[src/rtl/logic_reduce_pipe.sv]
// Two-stage bitwise reduction unit with valid/ready flow control.
// Stage 1 holds identity-substituted operands; stage 2 holds the reduced result.
module logic_reduce_pipe #(
    parameter int N_IN    = 5,
    parameter int WIDTH   = 8,
    parameter int SPLIT   = 2,
    parameter int COUNT_W = 16
) (
    input  logic                  clk,
    input  logic                  rst_n,
    input  logic                  in_valid,
    output logic                  in_ready,
    input  logic [N_IN*WIDTH-1:0] in_data,
    input  logic [N_IN-1:0]       in_mask,
    input  logic [2:0]            in_op,
    output logic                  out_valid,
    input  logic                  out_ready,
    output logic [WIDTH-1:0]      out_data,
    output logic                  out_err,
    input  logic                  clr_count,
    output logic [COUNT_W-1:0]    hit_count
);
    localparam logic [2:0] OP_AND  = 3'd0;
    localparam logic [2:0] OP_OR   = 3'd1;
    localparam logic [2:0] OP_XOR  = 3'd2;
    localparam logic [2:0] OP_NAND = 3'd3;
    localparam logic [2:0] OP_NOR  = 3'd4;
    localparam logic [2:0] OP_XNOR = 3'd5;
    localparam logic [2:0] OP_SOP  = 3'd6;

    function automatic logic [COUNT_W-1:0] sat_inc(input logic [COUNT_W-1:0] v);
        return (&v) ? v : v + COUNT_W'(1);
    endfunction

    logic               vld_p1, vld_p2;
    logic               s1_ready, s2_ready;
    logic [WIDTH-1:0]   ident_p0;
    logic [WIDTH-1:0]   opnd_p0 [N_IN];
    logic [WIDTH-1:0]   opnd_p1 [N_IN];
    logic [2:0]         op_p1;
    logic               a_empty_p1, b_empty_p1;
    logic [WIDTH-1:0]   and_all, or_all, xor_all, and_a, and_b;
    logic [WIDTH-1:0]   res_p1;
    logic               err_p1;
    logic [WIDTH-1:0]   data_p2;
    logic               err_p2;
    logic [COUNT_W-1:0] hits;

    assign s2_ready = !vld_p2 || out_ready;
    assign s1_ready = !vld_p1 || s2_ready;
    assign in_ready = s1_ready;

    // Stage 0 -> 1: masked operands become the identity of the selected operation
    always_comb begin
        ident_p0 = (in_op == OP_AND || in_op == OP_NAND || in_op == OP_SOP) ? '1 : '0;
        for (int k = 0; k < N_IN; k++)
            opnd_p0[k] = in_mask[k] ? ident_p0 : in_data[k*WIDTH +: WIDTH];
    end

    always_ff @(posedge clk or negedge rst_n) begin
        if (!rst_n)
            vld_p1 <= 1'b0;
        else if (s1_ready)
            vld_p1 <= in_valid;
    end

    always_ff @(posedge clk) begin
        if (in_valid && s1_ready) begin
            opnd_p1    <= opnd_p0;
            op_p1      <= in_op;
            a_empty_p1 <= &in_mask[SPLIT-1:0];
            b_empty_p1 <= &in_mask[N_IN-1:SPLIT];
        end
    end

    // Stage 1 -> 2: reduce; an SOP term with every operand masked contributes zero
    always_comb begin
        and_all = '1;
        or_all  = '0;
        xor_all = '0;
        and_a   = '1;
        and_b   = '1;
        for (int k = 0; k < N_IN; k++) begin
            and_all = and_all & opnd_p1[k];
            or_all  = or_all  | opnd_p1[k];
            xor_all = xor_all ^ opnd_p1[k];
            if (k < SPLIT)
                and_a = and_a & opnd_p1[k];
            else
                and_b = and_b & opnd_p1[k];
        end
        res_p1 = '0;
        err_p1 = 1'b0;
        case (op_p1)
            OP_AND:  res_p1 = and_all;
            OP_OR:   res_p1 = or_all;
            OP_XOR:  res_p1 = xor_all;
            OP_NAND: res_p1 = ~and_all;
            OP_NOR:  res_p1 = ~or_all;
            OP_XNOR: res_p1 = ~xor_all;
            OP_SOP:  res_p1 = (a_empty_p1 ? '0 : and_a) | (b_empty_p1 ? '0 : and_b);
            default: err_p1 = 1'b1;
        endcase
    end

    always_ff @(posedge clk or negedge rst_n) begin
        if (!rst_n) begin
            vld_p2  <= 1'b0;
            data_p2 <= '0;
            err_p2  <= 1'b0;
        end else if (s2_ready) begin
            vld_p2 <= vld_p1;
            if (vld_p1) begin
                data_p2 <= res_p1;
                err_p2  <= err_p1;
            end
        end
    end

    // Output side: hit counter, clear wins over a same-cycle increment
    always_ff @(posedge clk or negedge rst_n) begin
        if (!rst_n)
            hits <= '0;
        else if (clr_count)
            hits <= '0;
        else if (vld_p2 && out_ready && data_p2 != '0)
            hits <= sat_inc(hits);
    end

    assign out_valid = vld_p2;
    assign out_data  = data_p2;
    assign out_err   = err_p2;
    assign hit_count = hits;
endmodule
[config.mk]
export PLATFORM = sky130hd
export DESIGN_NAME = logic_reduce_pipe
export DESIGN_NICKNAME = d
export VERILOG_FILES = /design/src/rtl/logic_reduce_pipe.sv
export SDC_FILE = /design/constraint.sdc
export NUM_CORES = 1
export LEC_CHECK = 0
export ABC_AREA = 1
export CAP_MARGIN = 20
export CELL_PAD_IN_SITES_DETAIL_PLACEMENT = 0
export CELL_PAD_IN_SITES_GLOBAL_PLACEMENT = 1
export CORE_ASPECT_RATIO = 0.8
export CORE_MARGIN = 10
export CORE_UTILIZATION = 35
export DETAILED_ROUTE_END_ITERATION = 8
export PLACE_DENSITY = 0.82
export SYNTH_ARGS = -nofsm -noshare
export SYNTH_HDL_FRONTEND = slang
export SYNTH_SLANG_ARGS = --single-unit
export TNS_END_PERCENT = 5
[constraint.sdc]
create_clock -name clk -period 2.04 [get_ports clk]
set_clock_uncertainty 0.15 [all_clocks]
set_input_delay 0.408 -clock clk [delete_from_list [all_inputs] [get_ports clk]]
set_output_delay 0.408 -clock clk [all_outputs]
set_load 0.03 [all_outputs]
Word level (Yosys, flattened, before mapping)

Index checks and enable logic that the tools add are counted.

Bits in registers: 72
Bits of input ports: 53
Output and inout bits: 27
Word-level logic and storage cells: 73

$add $sub $neg: 1
Eq/ne operators: 9
Mux-type cells: 13
Bitwise operators: 18
Reduce and logical (&&, ||, !) cells: 19

Operators by type and width:

| kind                    | number |
|---|---|
| $mux W8                 | 8 |
| $pmux W8 S7             | 1 |
| $and A8 B8 Y8           | 6 |
| $mux W16                | 3 |
| $or A8 B8 Y8            | 5 |
| $xor A8 B8 Y8           | 4 |
| $not A8 Y8              | 3 |
| $add A16 B1 Y16 const B | 1 |
| $reduce_and A16 Y1      | 1 |
| $eq A3 B3 Y1 const B    | 4 |
| $eq A3 B2 Y1 const B    | 3 |
| $reduce_bool A8 Y1      | 1 |
| $reduce_or A7 Y1        | 1 |
| $logic_not A3 Y1        | 2 |
| $reduce_and A2 Y1       | 3 |
| $logic_or A1 B1 Y1      | 4 |
| $eq A3 B1 Y1 const B    | 1 |
| $logic_and A1 B1 Y1     | 3 |
| $reduce_and A3 Y1       | 1 |
| $logic_not A1 Y1        | 2 |
| $ne A2 B2 Y1 const B    | 1 |
| $reduce_bool A2 Y1      | 1 |
| $mux W1                 | 1 |

Longest topological paths before layout

Gate-level depths: netlist of run 1.

Depth in word-level cells: 6
Mapped depth: 12
Gate-level depth less buffers: 12

Least setup slack after synthesis of run 1

No wires, ideal clock.

Path kind: register -> register
From: register vld_p2, in the netlist out_valid
To: register a_empty_p1, enable pin
Library setup time: 0.399 ns
Arrival time: 1.872 ns
Slack: -0.382 ns
Cell stages (with the launch flop): 4
Buffers on the path: 0
Clock period less this slack: 2.422 ns
Cells stage by stage: dfrtp_1 > nand3_1 > nand2_1 > inv_1

Word-level cells in the longest chain between the ends: 4

RTL lines:

| item                     | line | source |
|---|---|---|
| start: declaration       | 35   | `logic vld_p1, vld_p2;` |
| start signal: assignment | 112  | `vld_p2 <= vld_p1;` |
| $logic_not A1 Y1         | 49   | `assign s2_ready = !vld_p2 \|\| out_ready;` |
| $logic_or A1 B1 Y1       | 49   |  |
| $logic_or A1 B1 Y1       | 50   | `assign s1_ready = !vld_p1 \|\| s2_ready;` |
| net in_ready             | 12   | `output logic in_ready,` |
| $logic_and A1 B1 Y1      | 68   | `if (in_valid && s1_ready) begin` |
| end signal: assignment   | 71   | `a_empty_p1 <= &in_mask[SPLIT-1:0];` |
| end: declaration         | 41   | `logic a_empty_p1, b_empty_p1;` |

The timed path passes the listed nets, and every way through them passes these cells.
A chain may end at the register's enable or synchronous reset.

Worst setup path in the final report of run 1

From: register hits[0], in the netlist hit_count[0]
To: output port hit_count[0]

RTL lines:

| item                     | line | source |
|---|---|---|
| start: declaration       | 47   | `logic [COUNT_W-1:0] hits;` |
| start signal: assignment | 127  | `hits <= sat_inc(hits);` |
| end: declaration         | 21   | `output logic [COUNT_W-1:0] hit_count` |

No word-level cell between the ends.

==> out/metrics.cfg, run 1 <==
[placement]
hpwl_um=11400
port_buffers=79
place.gp.congestion=0.880
dp_cells=977

[global_route]
grt-ovfl-total=0
grt_max_degree=28
grt_pass1_vias=4700
grt_pass1_wl_um=23500
grtUsageTotal=0.156
antenna_found_initial=0

[routing]
wl_um=14200
dr.pass1.iters=5
num_vias=4687
postRouteAntennaNets=0
drcViolationCount=0
viasPerCell=4.72
drt_iter0_drc=294
wl_per_cell_um=14.3

[clock_tree]
clk_pin_slew_ns=0.06
htreeDepth=3
clock_tree.buffer_depth=2
cts_tree=done
clock_sinks=72
post-cts-setup-buffers=0
cts_root_buf=clkbuf_16
clk_latency_ns=0.34
cts_buffers=9

[synthesis]
synth_cells=696
ys_top_cells_by_area=edfxtp_1 28%, nand2_1 23%, dfrtp_1 14%
synth_top_area_frac=0.284
synth_area_mm2=0.00476
synth_edf_count=45
yosys_register_bits=72
synth_cell_types=30
ys.flop_type=edfxtp_1
yosysMostFrequentCell=nand2_1
ys_warn_count=0
synth_async_sr_flop_share=0.375
yosys.area.top_type=edfxtp_1
synth_common_cells=298 x nand2_1, 101 x inv_1, 78 x nor2_1
synth_fp_nets=766
seq_area_frac_synth=0.426
synth.avg_cell_area_um2=6.84

[sta]
max_freq_mhz=499
timing.final.crit_share=0.982
report.final.slew_viol_count=0
setup_viol=0
slew_headroom=0.592
worst_slew_pin_slew_ns=0.609
fin_crit_ns=2.00
rsz0062_at_grt=false
hold_viol=0

[critical_path]
worstSetupEndpointType=primary output
crit_family=buffers and inverters
path_cells=clkdlybuf4s50_1
path_buf_inv=1
crit_path_top_delay_cell=clkdlybuf4s50_1
cp.required_ns=1.48
r2r_cells=11
start_kind=register
critical_path_class=reg -> out
cpPeakStageDelay_ns=0.70
cp_max_fo=4
timing.rr.start=hit_count[0]
r2r_setup_slack_ns=0.17
arrival_ns=1.44
rr_endpoint=hit_count[4]

[pwr]
power-per-cell-area_mw_per_mm2=754
vdd_drop_max_mv=0.420
clockPowerShare=0.340
p_leak_nw=3.25
switching_share=0.327
p_sw_w=0.00156
power.share.combinational=0.260
p_int_w=0.00321
power_w=0.00476
seq_power_share=0.400

[status]
outcome=completed

[die]
die_area_mm2=0.0187
io_pins=80
core_mm2=0.0135
die_h_um=124
num_rows=38
die_x_um=150
start_util=0.354

[flow_run]
cap_violations=0

[cells_and_area]
utilization=0.470
drive_gt1_frac=0.0738
fin_nets=878
area_growth_pct=32.7
n_antenna_cell=0
final_cells=993

[min_path]
hp-class=in -> async

through the flow:
stage	instance area (µm²)	setup WS, ns	TNS, ns	hold slack [ns]
2_1_floorplan	4780	0.0647	0	-0.0376
3_3_place_gp	6010	-0.126	-2.89	0.345
3_5_place_dp	6010	-0.201	-4.94	0.360
4_1_cts	6300	0.00366	0	0.311
5_1_grt	6320	0.00259	0	0.328
6_report	6320	0.0373	0	0.301
power by group through the flow:
stage / Combinational (W) / Clock (W) / Sequential, W
6_report: 0.00124 / 0.00162 / 0.00191
5_1_grt: 0.00140 / 0.00170 / 0.00192
4_1_cts: 0.00124 / 0.00166 / 0.00191
3_5_place_dp: 0.00124 / 0 / 0.00193
3_3_place_gp: 0.00122 / 0 / 0.00193
2_1_floorplan: 0.000604 / 0 / 0.00201
worst max-delay path by stage:
stage | cells past startpoint | end | from | slack (ns)
2_1_floorplan | 3 | a_empty_p1 | out_valid | 0.06
3_3_place_gp | 6 | opnd_p1[29] | in_op[1] | -0.13
3_5_place_dp | 6 | opnd_p1[31] | in_op[1] | -0.20
4_1_cts | 1 | hit_count[7] | hit_count[7] | 0.004
5_1_grt | 1 | out_valid | out_valid | 0.003
6_report | 1 | hit_count[0] | hit_count[0] | 0.04
flip-flops by register name, indices dropped and copies added (netlist names):
register	cells
a_empty_p1	1
b_empty_p1	1
hit_count	16
op_p1	3
opnd_p1	40
out_data	8
out_err	1
out_valid	1
vld_p1	1
cells by family after synthesis:
group	share of synthesized area
AND/OR/NAND/NOR	0.371
buffers and inverters	0.0906
flip-flops	0.426
AO/OA/AOI/OAI	0.0533
adder cells (fa/ha/maj)	0.0447
XOR/XNOR	0.0129
multiplexers	0.00236
layer usage:
layer | routed length [µm] | track usage
met5 | 0 | 0
met4 | 251 | 0.0502
met3 | 725 | 0.0323
met2 | 6670 | 0.256
met1 | 6520 | 0.199
placed cells by master, fill, tap and decap left out, types with 2 or more instances in the layout:
master,netlist,routed
buf_12,0,3
ha_1,17,17
o31ai_1,4,4
nand2_2,3,3
xor2_1,7,7
nand2_1,298,298
o21ai_1,2,2
o21ai_0,26,26
clkbuf_16,0,9
inv_1,101,100
nor2_2,2,2
dlymetal6s2s_1,0,5
dlygate4sd2_1,0,9
clkinv_1,3,3
nor2_1,78,78
clkinv_4,0,4
nand3_1,46,45
clkdlybuf4s50_1,0,64
o21ai_2,3,3
edfxtp_1,45,45
a21oi_1,7,7
nand4_1,6,6
nor3_1,7,6
dfrtp_1,27,26
clkinvlp_4,0,2
buf_4,1,26
layout make-up:
| class | instances | area (µm²) |
|---|---|---|
| Sequential cell | 72 | 2030 |
| Multi-Input combinational cell | 513 | 2320 |
| Clock buffer | 9 | 225 |
| Tap cell | 180 | 225 |
| Inverter | 105 | 400 |
| Timing Repair Buffer | 107 | 1040 |
| Clock inverter | 7 | 81.3 |
| Fill cell | 1294 | 7140 |
timing repair:
item                                    CTS  global route
gates resized for setup                   9             6
endpoints found under the setup margin    9            13
hold buffers                              0             0
hold endpoints to repair                  0             0
No activity file was read; power rests on OpenSTA's default activity.
==> inputs of run 2 (changes only) <==
GPL_ROUTABILITY_DRIVEN = 0   (was default)
==> run 2 against run 1 <==
  * Count of clock-buffer cells in the layout did not move
  * Combinational power barely moved
  * Sequential power barely moved
  * Non-clock buffer count fell by 2
  * Via count fell by 1.7%
  * First-iteration DRC count rose by 11%
  * Sequential cell count did not move
  * Utilization fell by 0.30 points
  * Critical path type unchanged
==> out/metrics.cfg, run 2 (synthesis results as in run 1) <==
[status]
outcome=completed  ; unchanged

[die]
core_mm2=0.0135  ; unchanged
die_area_mm2=0.0187  ; unchanged
start_util=0.354  ; unchanged
die_h_um=124  ; unchanged
io_pins=80  ; unchanged
num_rows=38  ; unchanged
die_x_um=150  ; unchanged

[cells_and_area]
multiInputGateArea_mm2=0.00232  ; about the same
largest_reg_flops=40  ; unchanged
nFillCells=1344  ; was 1294
drive_gt1_frac=0.0703  ; was 0.0738
largest-register=opnd_p1  ; unchanged
final_cells=991  ; was 993
mostFrequentLayoutCells=298 x nand2_1, 100 x inv_1, 78 x nor2_1, 60 x clkdlybuf4s50_1  ; was 298 x nand2_1, 100 x inv_1, 78 x nor2_1, 64 x clkdlybuf4s50_1
final_common_cell=nand2_1  ; unchanged
fin_area_mm2=0.00628  ; was 0.00632 mm²
utilization=0.467  ; was 0.470
fin_nets=876  ; was 878
seqCellArea_mm2=0.00203  ; unchanged
n_antenna_cell=0  ; unchanged
area_growth_pct=31.8  ; was 32.7%

[critical_path]
crit_family=buffers and inverters  ; unchanged
arrival_ns=1.44  ; about the same
cp_max_fo=3  ; was 4
cp.required_ns=1.48  ; about the same
worstSetupEndpointType=primary output  ; unchanged
crit_path_top_delay_cell=clkdlybuf4s50_1  ; unchanged
start_kind=register  ; unchanged
critical_path_class=reg -> out  ; unchanged
cpPeakStageDelay_ns=0.69  ; was 0.70 ns
path_cells=clkdlybuf4s50_1  ; unchanged
path_buf_inv=1  ; unchanged

[routing]
wl_per_cell_um=14.0  ; was 14.3 µm
drcViolationCount=0  ; unchanged
wl_um=13900  ; was 14200 µm
postRouteAntennaNets=0  ; unchanged
num_vias=4605  ; was 4687
viasPerCell=4.65  ; was 4.72
drt_iter0_drc=326  ; was 294
dr.pass1.iters=5  ; unchanged

[placement]
hpwl_um=11300  ; was 11400 µm
placedInstanceArea_mm2=0.00597  ; was 0.00601 mm²
pre_cts_slack_ns=-0.172  ; was -0.201 ns
port_buffers=79  ; unchanged
dp_cells=974  ; was 977

[global_route]
top_usage_layer=met2  ; unchanged
grt_max_degree=33  ; was 28
use_met1=0.199  ; about the same
grt-ovfl-total=0  ; unchanged
grtUsageTotal=0.156  ; about the same
grt_pass1_vias=4758  ; was 4700
use_met3=0.0381  ; was 0.0323
grt_pass1_wl_um=23400  ; was 23500 µm
antenna_found_initial=0  ; unchanged
grtUsageMet2=0.254  ; was 0.256

[sta]
report.final.slew_viol_count=0  ; unchanged
rsz0062_at_grt=false  ; unchanged
setup_viol=0  ; unchanged
hold_viol=0  ; unchanged
timing.final.crit_share=0.981  ; was 0.982
fin_crit_ns=2.00  ; about the same
tns_ns=0  ; unchanged
max_freq_mhz=500  ; was 499 MHz
worst_slew_pin_slew_ns=0.677  ; was 0.609 ns
fin_ws_ns=0.0393  ; was 0.0373 ns
slew_headroom=0.545  ; was 0.592

[clock_tree]
cts_buffers=9  ; unchanged
cts_root_buf=clkbuf_16  ; unchanged
clock_tree.buffer_depth=2  ; unchanged
htreeDepth=3  ; unchanged
clk_pin_slew_ns=0.07  ; was 0.06 ns
clk_latency_ns=0.35  ; was 0.34 ns
clock_sinks=72  ; unchanged
cts_tree=done  ; unchanged

[pwr]
vdd_drop_max_mv=0.433  ; was 0.420 mV
p_leak_nw=3.24  ; was 3.25 nW
power-per-cell-area_mw_per_mm2=756  ; was 754 mW/mm²

[min_path]
hp-class=in -> async  ; unchanged

[flow_run]
cap_violations=0  ; unchanged

-- run 2: power breakdown --
part           internal, W  switching, W  leakage, nW
combinational     0.000491      0.000724         2.29
clock             0.000959      0.000668        0.146
sequential         0.00174      0.000162        0.801
total              0.00319       0.00156         3.24
-- run 2: area by class of cell --
class / instances / area share
Multi-Input combinational cell: 513 / 0.369
Sequential cell: 72 / 0.323
Timing Repair Buffer: 105 / 0.160
Inverter: 105 / 0.0638
Clock buffer: 9 / 0.0359
Tap cell: 180 / 0.0359
Clock inverter: 7 / 0.0130
-- run 2: what timing repair did --
| item | in CTS | in global routing |
|---|---|---|
| setup endpoints to repair | 13 | 5 |
| gates resized for setup | 13 | 5 |
| cloned | 0 | 0 |
| hold buffers | 0 | 0 |
| buffers inserted | 0 | 0 |
-- run 2: path summary, 6_finish.rpt --
kind / startpoint / to / slack (ns) / cells past startpoint
max: out_data[0] / out_data[0] / 0.04 / 1
min: rst_n / out_err / 0.17 / 1
max reg2reg: hit_count[1] / hit_count[3] / 0.21 / 11
min reg2reg: out_data[2] / out_data[2] / 0.36 / 2
max in group asynchronous: rst_n / hit_count[6] / 0.94 / 2
min in group clk: out_data[2] / out_data[2] / 0.36 / 2
-- run 2: metal layers --
| metal | share of wire | routed length (µm) |
|---|---|---|
| met1 | 0.45 | 6290 |
| met2 | 0.47 | 6540 |
| met3 | 0.062 | 857 |
| met4 | 0.013 | 179 |
| met5 | 0 | 0 |
-- run 2: metrics by stage --
stage	total power, W	hold WS, ns
after global placement	0.00313	0.349
final	0.00475	0.175
after floorplan	0.00262	-0.0376
after CTS	0.00479	0.188
after global routing	0.00502	0.194
after detailed placement	0.00316	0.349
==> RTL change, RTL diff (settings of run 1) <==
`SPLIT`: 2 -> 1.
--- a/src/rtl/logic_reduce_pipe.sv
+++ b/src/rtl/logic_reduce_pipe.sv
@@ -3,7 +3,7 @@
 module logic_reduce_pipe #(
     parameter int N_IN    = 5,
     parameter int WIDTH   = 8,
-    parameter int SPLIT   = 2,
+    parameter int SPLIT   = 1,
     parameter int COUNT_W = 16
 ) (
     input  logic                  clk,
Behaviour: not the same (Yosys sat finds a counterexample within 4 cycles, from zero or initial values and one cycle with rst_n low).
==> RTL change against run 1 <==
Die area is 0.45% lower. Setup slack better by 0.017 ns. Largest cell class unchanged. Sequential cell count stayed put. Wire length is 0.16% higher. Largest power group unchanged. Power is 1.8% lower. Utilization is 0.53 points higher. Highest routed layer unchanged. Final area is 1.9% lower. Synthesized area is 0.53% lower.
==> RTL change: results (changes against run 1) <==
status completed (unchanged); r2r worst-path depth 7 (was 11); first-pass GRT wire length 23,160 um (was 23,520 um); DPL Wire Length 11,630 um (was 11,370 um); Post-synth top cells nand2_1 (332), inv_1 (83), nor2_1 (66) (was nand2_1 (298), inv_1 (101), nor2_1 (78)); Reg2Reg Capture Point hit_count[0]$_DFFE_PN0P_ (was hit_count[4]$_DFFE_PN0P_); Max-slew headroom 73.96% (was 59.21%); library cells used by synthesis 26 (was 30); Synth area leaders edfxtp_1 (29%), nand2_1 (26%), dfrtp_1 (14%) (was edfxtp_1 (28%), nand2_1 (23%), dfrtp_1 (14%)); GR Util All Layers 15.64% (was 15.59%); largest net degree at the start of global routing 31 (was 28); max reg flops 32 (was 40); Worst VDD drop 0.4549 mV (was 0.4202 mV); Leak Pwr 0.003151 uW (was 0.003250 uW); # fillers 1,339 (was 1,294); routed vias/inst 4.778 (was 4.720); syn nets 762 (was 766); Synth Area in Adders 4.489% (was 4.465%); combinational logic power 1140 uW (was 1240 uW); register area share after synthesis 42.78% (was 42.55%); sw frac 32.44% (was 32.72%); share of layout cells above drive strength 1 5.978% (was 7.380%); Compound-Gate Fraction of Synth Area 5.202% (was 5.332%); Max stage delay on crit path 0.68 ns (was 0.70 ns); Synth Area in XOR/XNOR 1.664% (was 1.287%); mux contribution to synthesized area 0.2377% (was 0.2364%); vias in the first global route 4,663 (was 4,700); Initial DRC Count 313 (was 294); Synth top area share 28.52% (was 28.37%)
-- RTL change: changes by cell type after synthesis, sizes merged, moves of 2 or more --
cell           run 1  this run
o31ai              4         0
nor2              80        66
o21bai             1         4
clkinv             3         5
nand3             46        43
nor3               7         4
clkbuf             3         1
nor2b              0         2
xor2               7         9
inv              102        83
o22ai              1         3
o21ai             31        29
nand2            301       332
-- RTL change: cell type report --
class	instances	area (sq um)	share of cell area, %
Multi-Input combinational cell	528	2372	38.26
Clock buffer	9	225.2	3.632
Sequential cell	72	2029	32.73
Tap cell	175	219.0	3.531
Inverter	88	334.1	5.387
Clock inverter	7	83.83	1.352
Timing Repair Buffer	99	937.1	15.11
-- RTL change: worst max path at each step --
| stage | start | to | cells past startpoint |
|---|---|---|---|
| final | out_valid$_DFFE_PN0P_ | out_valid | 1 |
| after CTS | out_valid$_DFFE_PN0P_ | out_valid | 1 |
| after global routing | hit_count[1]$_DFFE_PN0P_ | hit_count[3]$_DFFE_PN0P_ | 10 |
| after floorplan | out_valid$_DFFE_PN0P_ | a_empty_p1$_DFFE_PP_ | 3 |
| after global placement | in_op[1] | and_a[2]$_DFFE_PP_ | 6 |
| after detailed placement | in_op[1] | and_a[4]$_DFFE_PP_ | 6 |
-- RTL change: per-stage QoR --
stage,util (%),area (sq um),std cells,power (uW),worst slack [ns]
CTS,47.44,6193,978,4705,0.04174
floorplan,-,4756,692,2548,0.06451
finish,47.50,6201,978,4677,0.05409
global placement,45.21,5902,962,3032,-0.1440
detailed placement,45.21,5902,962,3065,-0.2272
global route,47.50,6201,978,4935,0.005908
-- RTL change: layer usage --
metal	wire length, um	GRT usage (%)	up-vias
met3	564	3.262	24
met4	291	4.848	0
met2	6713	26.49	95
met1	6629	19.69	2166
li1	-	-	2388
met5	0	0	-
